==> config.mk <==
export PLATFORM = sky130hd
export DESIGN_NAME = pmem_arbiter
export DESIGN_NICKNAME = d
export VERILOG_FILES = /design/src/rtl/pmem_arbiter.sv
export SDC_FILE = /design/constraint.sdc
export NUM_CORES = 1
export LEC_CHECK = 0
export BUFFER_PORTS_ARGS = -buffer_cell sky130_fd_sc_hd__buf_4
export CAP_MARGIN = 10
export CORE_AREA = 2 2 561 563
export DETAILED_ROUTE_END_ITERATION = 6
export DIE_AREA = 0 0 563 565
export SLEW_MARGIN = 10
export SYNTH_ARGS = -nofsm -noshare
export SYNTH_HDL_FRONTEND = slang
export SYNTH_SLANG_ARGS = --single-unit
==> constraint.sdc <==
create_clock -name clk -period 1.7 [get_ports clk]
set_input_delay 0.17 -clock clk [delete_from_list [all_inputs] [get_ports clk]]
set_output_delay 0.17 -clock clk [all_outputs]
set_load 0.02 [all_outputs]
==> src/rtl/pmem_arbiter.sv <==
// Physical-memory arbiter between the I-cache and D-cache line miss paths.
// Fixed D-over-I priority with an I-side starvation counter; define
// ARB_ROUND_ROBIN_EN to replace the counter with round-robin arbitration.
//
// Ports:
//   clk, rst            clock, synchronous active-high reset
//   ic_pmem_*           I-cache line read request / response
//   dc_pmem_*           D-cache line read/writeback request / response
//   dc_byte_enable      D-cache per-byte write enable
//   mem_*               single physical-memory port (read/write/addr/data/resp)
module pmem_arbiter #(
    parameter int unsigned STARVE_LIMIT = 4,
    parameter int unsigned CNT_W        = 4
) (
    input  logic         clk,
    input  logic         rst,
    input  logic         ic_pmem_read,
    input  logic [31:0]  ic_pmem_address,
    output logic [255:0] ic_pmem_rdata,
    output logic         ic_pmem_resp,
    input  logic         dc_pmem_read,
    input  logic         dc_pmem_write,
    input  logic [31:0]  dc_pmem_address,
    input  logic [255:0] dc_pmem_wdata,
    input  logic [31:0]  dc_byte_enable,
    output logic [255:0] dc_pmem_rdata,
    output logic         dc_pmem_resp,
    output logic         mem_read,
    output logic         mem_write,
    output logic [31:0]  mem_address,
    output logic [255:0] mem_wdata,
    output logic [31:0]  mem_byte_enable,
    input  logic [255:0] mem_rdata,
    input  logic         mem_resp
);

    typedef enum logic [1:0] {
        IDLE,
        SERVE_I,
        SERVE_D
    } state_t;

    localparam logic [CNT_W-1:0] LIMIT = CNT_W'(STARVE_LIMIT);

    state_t           state;
    state_t           state_nx;
    logic [CNT_W-1:0] starve_cnt;
    logic [CNT_W-1:0] starve_cnt_nx;
    // 1 = D-side received the most recent grant
    logic             last_grant;
    logic             last_grant_nx;
    logic             dc_req;
    logic             grant_i;
    logic             grant_d;

    assign dc_req = dc_pmem_read | dc_pmem_write;

    // Read data is broadcast; only the resp strobe qualifies it.
    assign ic_pmem_rdata = mem_rdata;
    assign dc_pmem_rdata = mem_rdata;

    always_ff @(posedge clk) begin
        if (rst) begin
            state      <= IDLE;
            starve_cnt <= '0;
            last_grant <= 1'b1;
        end else begin
            state      <= state_nx;
            starve_cnt <= starve_cnt_nx;
            last_grant <= last_grant_nx;
        end
    end

    // Grant decision, only meaningful while idle.
    always_comb begin
        grant_i = 1'b0;
        grant_d = 1'b0;
        if (state == IDLE) begin
            if (ic_pmem_read && dc_req) begin
`ifdef ARB_ROUND_ROBIN_EN
                grant_i = last_grant;
                grant_d = !last_grant;
`else
                grant_i = (starve_cnt == LIMIT);
                grant_d = (starve_cnt != LIMIT);
`endif
            end else begin
                grant_i = ic_pmem_read;
                grant_d = dc_req;
            end
        end
    end

    always_comb begin
        state_nx      = state;
        starve_cnt_nx = starve_cnt;
        last_grant_nx = last_grant;
        unique case (state)
            IDLE: begin
                if (grant_i)
                    state_nx = SERVE_I;
                else if (grant_d)
                    state_nx = SERVE_D;
            end
            SERVE_I: if (mem_resp) state_nx = IDLE;
            SERVE_D: if (mem_resp) state_nx = IDLE;
            default: state_nx = IDLE;
        endcase

        if (grant_i)
            last_grant_nx = 1'b0;
        else if (grant_d)
            last_grant_nx = 1'b1;

`ifdef ARB_ROUND_ROBIN_EN
        starve_cnt_nx = '0;
`else
        // Count D wins that left I waiting; saturate at the limit.
        if (grant_i)
            starve_cnt_nx = '0;
        else if (grant_d && ic_pmem_read && starve_cnt != LIMIT)
            starve_cnt_nx = starve_cnt + 1'b1;
`endif
    end

    always_comb begin
        mem_read        = 1'b0;
        mem_write       = 1'b0;
        mem_address     = '0;
        mem_wdata       = '0;
        mem_byte_enable = '0;
        ic_pmem_resp    = 1'b0;
        dc_pmem_resp    = 1'b0;
        unique case (state)
            SERVE_I: begin
                mem_read        = ic_pmem_read;
                mem_address     = ic_pmem_address;
                mem_byte_enable = 32'hFFFF_FFFF;
                ic_pmem_resp    = mem_resp;
            end
            SERVE_D: begin
                // A simultaneous read+write forwards only the write.
                mem_read        = dc_pmem_read & ~dc_pmem_write;
                mem_write       = dc_pmem_write;
                mem_address     = dc_pmem_address;
                mem_wdata       = dc_pmem_wdata;
                mem_byte_enable = dc_byte_enable;
                dc_pmem_resp    = mem_resp;
            end
            default: ;
        endcase
    end

    a_dc_rw_excl: assert property (@(posedge clk) disable iff (rst)
        !(dc_pmem_read && dc_pmem_write));

    a_ic_hold: assert property (@(posedge clk) disable iff (rst)
        (state == SERVE_I) |-> ic_pmem_read);

    a_dc_hold: assert property (@(posedge clk) disable iff (rst)
        (state == SERVE_D) |-> dc_req);

endmodule

# Yosys cells after proc, flatten, opt, wreduce, memory -nomap -nowiden
# Cells that the tools add are included.
# word_totals
ff_bits	6
latch_bits	0
mem_bits_rw	0
mem_bits_ro	0
inputBits	614
output_inout_bits	836
elab_cells	34
n_memories	0
# op_classes
addsub	1
n_mul	0
div	0
n_lt_le_gt_ge	0
n_eq_ne	6
n_shift	0
n_mux	15
bitwise_logic	3
n_reduce_logical	7
# ops
operator	count
256-bit 2-to-1 mux	1
32-bit case mux with 2 select lines	2
1-bit 2-to-1 mux	7
2-bit 2-to-1 mux	3
4-bit by 1-bit adder with 4-bit output (second input constant)	1
4-bit by 3-bit == test with 1-bit output (second input constant)	1
4-bit by 3-bit != test with 1-bit output (second input constant)	1
2-bit case mux with 2 select lines	1
2-bit OR reduction	2
1-bit logical AND	3
3-bit != test (second input constant)	1
2-bit by 1-bit == test with 1-bit output (second input constant)	1
2-bit == test (second input constant)	1
2-bit zero test	1
2-bit by 1-bit != test with 1-bit output (second input constant)	1
1-bit case mux with 2 select lines	1
2-bit AND reduction	1
1-bit AND	1
1-bit inverter	1
1-bit OR	1

# Longest topological paths before layout
# Gate-level depths: netlist of the first run.
# logic_depth
ltp_word	7
ltp_mapped	7
mapped_depth_nobuf	5

# Worst setup path before layout of the first run
# OpenSTA, ideal clock, no wires.
# synth_path
path_type	reg-to-output
from	register state[0]
to	output mem_address[0]
t_arrival_ns	1.466
slack_ns	0.064
path_stages_with_launch	6
path_buffers	2
path_cell_list	dfxtp_1 > inv_1 > ha_1 > clkbuf_1 > clkbuf_1 > nor2b_1
# synth_between
elab_chain_cells	2
# synth_rtl
element	line_no	source
start, declared	45	state_t state;
start signal, assigned	68	state <= state_nx;
2-bit == test or 2-bit by 1-bit == test with 1-bit output (tied branches)	134	unique case (state)
32-bit case mux with 2 select lines *	134	
end, declared	30	output logic [31:0] mem_address,
# Every way passes the cells marked *; elsewhere a longest branch is shown, timed or not.

# Worst setup path in the final report of the first run
# layout_path
from	register state[0]
to	output mem_wdata[187]
# layout_between
elab_chain_cells	2
# layout_rtl
element	line_no	source
2-bit == test	134	
256-bit 2-to-1 mux	134	
end, declared	31	output logic [255:0] mem_wdata,
# Every way passes these cells.

==> qor.csv, run 1 <==
stage,metric,value,unit
run_status,status,"finished, violations left",
run_status,failed_checks,negative setup slack,
die,initial_core_util,2.21,%
sta,final.period_utilization,112,%
logic_synthesis,avgSynthCellArea,6.90,sq um
route,totalWireLength,253,mm
critical_path,r2r-start,state[1],
sta,final.min_clock_period,1.90,ns
die,core_area,0.311,sq mm
clocking,htree_levels,1,
critical_path,path_max_fanout,11,
placed_design,portBuffers,681,
route,drc_errors,0,
logic_synthesis,yosys_warnings,0,
grt,antenna_found_initial,192,
critical_path,slowest_stage,dfxtp_2,
grt,grt_pass1_wl,270,mm
critical_path,crit_arrival,1.73,ns
placed_design,pre_cts_slack,-0.346,ns
placed_design,place_congestion,0.837,
finish,utilization,4.91,%
logic_synthesis,synth.distinct_cells,24,
logic_synthesis,seq_area_frac_synth,1.74,%
critical_path,crit_family,buffers and inverters,
finish,fin_nets,1795,
route,antenna_left,0,
finish,area.growth.synth_to_final,122,%
logic_synthesis,synth_xor_area_share,0,%
critical_path,rr_endpoint,state[0],
die,io_pins,1450,
grt,grt_max_degree,31,
route,drt-wirelength-per-cell,47.2,um
sta,final-setup-viol-count,316,
logic_synthesis,synth_mux_area_share,0,%
logic_synthesis,syn-instance-count,998,
grt,grt.total_usage,15.2,%
route,viasPerCell,1.57,
sta,setup_slack,-0.196,ns
finish,drive_gt1_share,70.1,%
critical_path,crit_end,mem_wdata[187],
placed_design,dp_hpwl,244,mm
grt,grt_pass1_vias,7780,
critical_path,critPathLaunchType,flop,
clocking,clock-sinks,6,
sta,slew_violations,0,
critical_path,reg2reg_slack,-0.01,ns
logic_synthesis,ys_ff_latch,6,
hold_path,hold_class,primary input to flop,
logic_synthesis,synth_top_family_by_area,buffers and inverters,
run,max_cap_violations,0,
clocking,root_buffer,clkbuf_16,
sta,fin_skew,0.00302,ns
clocking,cts_made_buffers,3,
die,rows,205,
power_and_ir_drop,vdd_drop_max,303,uV
sta,relSlewSlack,72.8,%
critical_path,critical_path_class,flop to primary output,
sta,hold_viol,0,
finish,nFillCells,37100,
critical_path,max_stage_delay,0.33,ns
critical_path,worstSetupStartpoint,state[0],
clocking,holdBufCountCts,0,
die,die_w,563,um
sta,clock.fmax,528,MHz
critical_path,critPathRequiredTime,1.53,ns
power_and_ir_drop,power_density,394,mW/mm^2
critical_path,cp_cell_sequence,inv_4 -> ha_4 -> buf_12 -> buf_4 -> clkbuf_16 -> and2_1 -> buf_6,
critical_path,path_depth,7,
grt,overflow,0,
clocking,clockBufferDepth,2,
critical_path,crit_buf_inv,5,
critical_path,cp-end-kind,primary output,
sta,tightest_slew,0.402,ns
power_and_ir_drop,p_leak,5.26,nW
route,drt_iter0_drc,364,
clocking,clk_pin_slew,0.04,ns
critical_path,r2r_cells,8,
logic_synthesis,synthAdderAreaFrac,0.909,%
sta,rsz0062_at_grt,yes,
logic_synthesis,synth_compound_area_share,6.63,%
die,die_h,565,um
clocking,tritoncts,yes,
logic_synthesis,synth_simple_gate_area_share,31.6,%
logic_synthesis,postSynthNetCount,1617,
clocking,clock_latency,0.23,ns
die,dieArea,0.318,sq mm
route,dr_total_vias,8387,
logic_synthesis,synthesis.area,0.00689,sq mm
route,firstDrtPassIters,4,
==> through the flow <==
step / hold slack, ns / power [W] / instance area, sq um / std cells / setup TNS, ns
2_1_floorplan: 0.239 / 0.00343 / 6890 / 998 / 0
3_3_place_gp: 0.340 / 0.00501 / 13600 / 5289 / -1.61
3_5_place_dp: 0.340 / 0.00504 / 13600 / 5289 / -3.37
4_1_cts: 0.150 / 0.00611 / 14800 / 5308 / -39.91
5_1_grt: 0.148 / 0.00642 / 15200 / 5322 / -52.70
6_report: 0.148 / 0.00602 / 15300 / 5349 / -31.60
==> cell usage in the layout, fill, tap and decap left out, types with 17 or more instances in the layout <==
master / netlist / final
a21oi_1: 36 / 27
a22oi_1: 32 / 26
and2_1: 261 / 215
and2_4: 0 / 46
buf_12: 0 / 40
buf_4: 512 / 553
buf_6: 1 / 115
buf_8: 0 / 17
diode_2: 0 / 35
nor2b_1: 65 / 51
==> logic make-up (layout without fill, tap and decap cells) <==
kind of cell	count (synthesis)	count (layout)
DFF	6	6
AOI/OAI and AO/OA	74	74
other	0	35
and+or+nand+nor	346	346
buffers and inverters	567	743
adders and majority gates	5	5
==> state kept, by name, summed over array words and instances (netlist names) <==
signal	count
starve_cnt	4
state	2
==> cell usage after synthesis <==
master | n | area (sq um)
buf_4 | 512 | 3840
and2_1 | 261 | 1630
nor2b_1 | 65 | 407
clkbuf_1 | 37 | 139
a21oi_1 | 36 | 180
a22oi_1 | 32 | 240
buf_2 | 11 | 55.1
nand2_1 | 7 | 26.3
dfxtp_1 | 6 | 120
ha_1 | 5 | 62.6
inv_1 | 4 | 15.0
nand4b_1 | 4 | 35.0
nand4_1 | 3 | 18.8
a31oi_1 | 2 | 12.5
buf_1 | 2 | 7.51
nand3_1 | 2 | 10.0
o21ai_0 | 2 | 10.0
a211o_1 | 1 | 8.76
and4b_1 | 1 | 10.0
buf_6 | 1 | 11.3
nand3b_4 | 1 | 20.0
nor4b_1 | 1 | 8.76
o21ai_1 | 1 | 5.00
or2_1 | 1 | 6.26
==> metal layers <==
layer  track usage, %  wire (um)
met3             24.0      85900
met4             3.31       7250
met2             22.1     103000
met5             1.19       1130
met1             9.82      55700
==> report_power, final <==
| part | switching (W) | internal, W |
|---|---|---|
| Clock | 0.0000849 | 0.000302 |
| Combinational | 0.00308 | 0.00240 |
| Sequential | 0.0000119 | 0.000150 |
| Total | 0.00318 | 0.00285 |
==> worst min path at each step <==
stage | slack [ns] | startpoint | end | cells after the start
after floorplan | 0.24 | rst | starve_cnt[0] | 1
after global placement | 0.34 | mem_rdata[16] | ic_pmem_rdata[16] | 0
after detailed placement | 0.34 | mem_rdata[16] | ic_pmem_rdata[16] | 0
after CTS | 0.15 | rst | state[1] | 2
after global routing | 0.15 | rst | state[1] | 2
final | 0.15 | rst | state[1] | 2
==> cell type report <==
type	instances	area [sq um]	area share, %
diodes	35	87.6	0.573
clock buffers	3	75.1	0.491
inverters	4	20.0	0.131
multi-input cells	425	3000	19.6
flip-flops and latches	6	125	0.818
well taps	4140	5180	33.9
repair buffers	736	6810	44.5
==> repair_timing <==
action / CTS / global route
gates cloned: 7 / 2
resized for setup: 212 / 94
buffers inserted: 9 / 6
setup endpoints to repair: 322 / 323
pin swaps: 3 / 0
Note: power is estimated with default switching activity, not from simulation.
==> run 2, diff against run 1 <==
--- a/config.mk
+++ b/config.mk
@@ -7,9 +7,9 @@
 export LEC_CHECK = 0
 export BUFFER_PORTS_ARGS = -buffer_cell sky130_fd_sc_hd__buf_4
 export CAP_MARGIN = 10
-export CORE_AREA = 2 2 561 563
+export CORE_AREA = 2 2 573 575
 export DETAILED_ROUTE_END_ITERATION = 6
-export DIE_AREA = 0 0 563 565
+export DIE_AREA = 0 0 575 577
 export SLEW_MARGIN = 10
 export SYNTH_ARGS = -nofsm -noshare
 export SYNTH_HDL_FRONTEND = slang
==> constraint.sdc (replaced) <==
create_clock -name clk -period 2.4 [get_ports clk]
set_input_delay 0.24 -clock clk [delete_from_list [all_inputs] [get_ports clk]]
set_output_delay 0.24 -clock clk [all_outputs]
set_load 0.02 [all_outputs]
==> run 2 against run 1 <==
Effect of this change:
- the run now ends clean
- count of clock-buffer cells in the layout unchanged
- total power shrank 35%
- critical path type unchanged
- final area decreased by 8.9%
- via count down 2.0%
- utilization decreased by 0.64 points
- clock power is 30% lower
- routed wire length grew 7.6%
- worst setup slack gained 0.26 ns
- die area increased by 4.3%
- cell count increased by 2.8%
- hold slack better by 0.072 ns
==> qor.csv, run 2 (synthesis gave the netlist of run 1 again) <==
stage,metric,value,unit
sta,hold_viol,0,
critical_path,cp-end-kind,primary output,
grt,overflow,0,
sta,final.min_clock_period,2.34,ns
clocking,clock_latency,0.23,ns
placed_design,placed_cells,5482,
clocking,htree_levels,1,
sta,holdWs,0.220,ns
die,io_pins,1450,
finish,mostFrequentLayoutCells,"buf_4, and2_1, nor2b_1, a22oi_1, a21oi_1",
run_status,status,completed,
hold_path,hold_class,primary input to flop,
sta,final-setup-viol-count,0,
finish,utilization,4.28,%
placed_design,portBuffers,681,
finish,nFillCells,39000,
finish,fin_cells,5499,
sta,fin_skew,0.000210,ns
finish,top_regs,"starve_cnt: 4 flops, state: 2 flops",
route,totalWireLength,272,mm
power_and_ir_drop,vdd_drop_max,133,uV
die,rows,210,
sta,rsz0062_at_grt,no,
critical_path,crit_arrival,2.10,ns
placed_design,dp_hpwl,265,mm
clocking,root_buffer,clkbuf_16,
route,viasPerCell,1.49,
sta,slew_violations,0,
critical_path,critPathLaunchType,flop,
route,drt-wirelength-per-cell,49.4,um
sta,tightest_slew,0.789,ns
finish,regMostFlops,starve_cnt,
sta,relSlewSlack,47.4,%
clocking,tritoncts,yes,
grt,grt.total_usage,15.8,%
clocking,clock-sinks,6,
clocking,cts_made_buffers,3,
die,initial_core_util,2.11,%
finish,final_common_cell,buf_4,
placed_design,place_congestion,0.890,
route,antenna_left,0,
finish,largest_register_ffs,4,
grt,grt_pass1_wl,292,mm
finish,area.growth.synth_to_final,102,%
sta,final.period_utilization,97.4,%
clocking,clk_pin_slew,0.03,ns
route,dr_total_vias,8220,
grt,grt_pass1_vias,7938,
grt,antenna_found_initial,167,
critical_path,path_max_fanout,23,
route,drc_errors,0,
die,dieArea,0.332,sq mm
die,die_w,575,um
clocking,clockBufferDepth,2,
critical_path,critPathRequiredTime,2.16,ns
finish,drive_gt1_share,63.8,%
power_and_ir_drop,p_leak,4.68,nW
route,firstDrtPassIters,4,
power_and_ir_drop,power_density,282,mW/mm^2
route,drt_iter0_drc,348,
grt,grt_max_degree,50,
sta,clock.fmax,428,MHz
die,die_h,577,um
run,max_cap_violations,0,
finish,fin_nets,1760,
critical_path,critical_path_class,flop to primary output,
die,core_area,0.326,sq mm
-- run 2: changes by cell type in the layout (fill, tap and decap cells not counted), sizes merged --
| cell | previous run | this run |
|---|---|---|
| bufbuf | 2 | 0 |
| clkbuf | 5 | 3 |
| buf | 732 | 701 |
| diode | 35 | 14 |
-- run 2: worst paths after layout --
check | end | slack, ns | cells after the start | from
setup / recovery | mem_address[27] | 0.06 | 6 | state[1]
hold / removal | state[0] | 0.22 | 2 | rst
setup reg to reg | state[1] | 0.63 | 6 | state[1]
hold reg to reg | state[0] | 0.50 | 2 | state[0]
-- run 2: power breakdown --
group / switching [W] / internal, W
Clock: 0.0000571 / 0.000214
Combinational: 0.00231 / 0.00123
Sequential: 0.00000727 / 0.000106
-- run 2: critical path: stages, from the launching register on --
cell and delay, ns:
dfxtp_1 0.38, inv_1 0.13, ha_4 0.20, buf_12 0.17, a22oi_1 0.66, nor2b_1 0.11
buf_4 0.19
-- run 2: layout make-up --
cell class	count	area, sq um	share of cell area (%)
well taps	4346	5440	39.0
clock buffers	3	75.1	0.539
inverters	4	15.0	0.108
repair buffers	701	5410	38.8
diodes	14	35.0	0.251
flip-flops and latches	6	121	0.871
multi-input cells	425	2840	20.4
-- run 2: routing by layer --
| layer | routed length (um) | GRT usage (%) |
|---|---|---|
| met1 | 58000 | 9.69 |
| met2 | 115000 | 24.2 |
| met3 | 90200 | 24.4 |
| met4 | 8120 | 3.36 |
| met5 | 380 | 0 |
-- run 2: metrics by stage --
stage	cell area [sq um]	total power, W	setup TNS (ns)	worst slack [ns]
2_1_floorplan	6890	0.00243	0	0.694
3_3_place_gp	13700	0.00380	-2.27	-0.425
3_5_place_dp	13700	0.00382	0	0.0123
4_1_cts	13900	0.00412	-0.771	-0.189
5_1_grt	13900	0.00418	0	0.0163
6_report	13900	0.00393	0	0.0622
-- run 2: repair_timing --
item | CTS | global route
buffers inserted | 0 | 0
pin swaps | 1 | 2
hold buffers | 0 | 0
endpoints found under the setup margin | 17 | 17
endpoints found under the hold margin | 0 | 0
gates resized for setup | 11 | 10
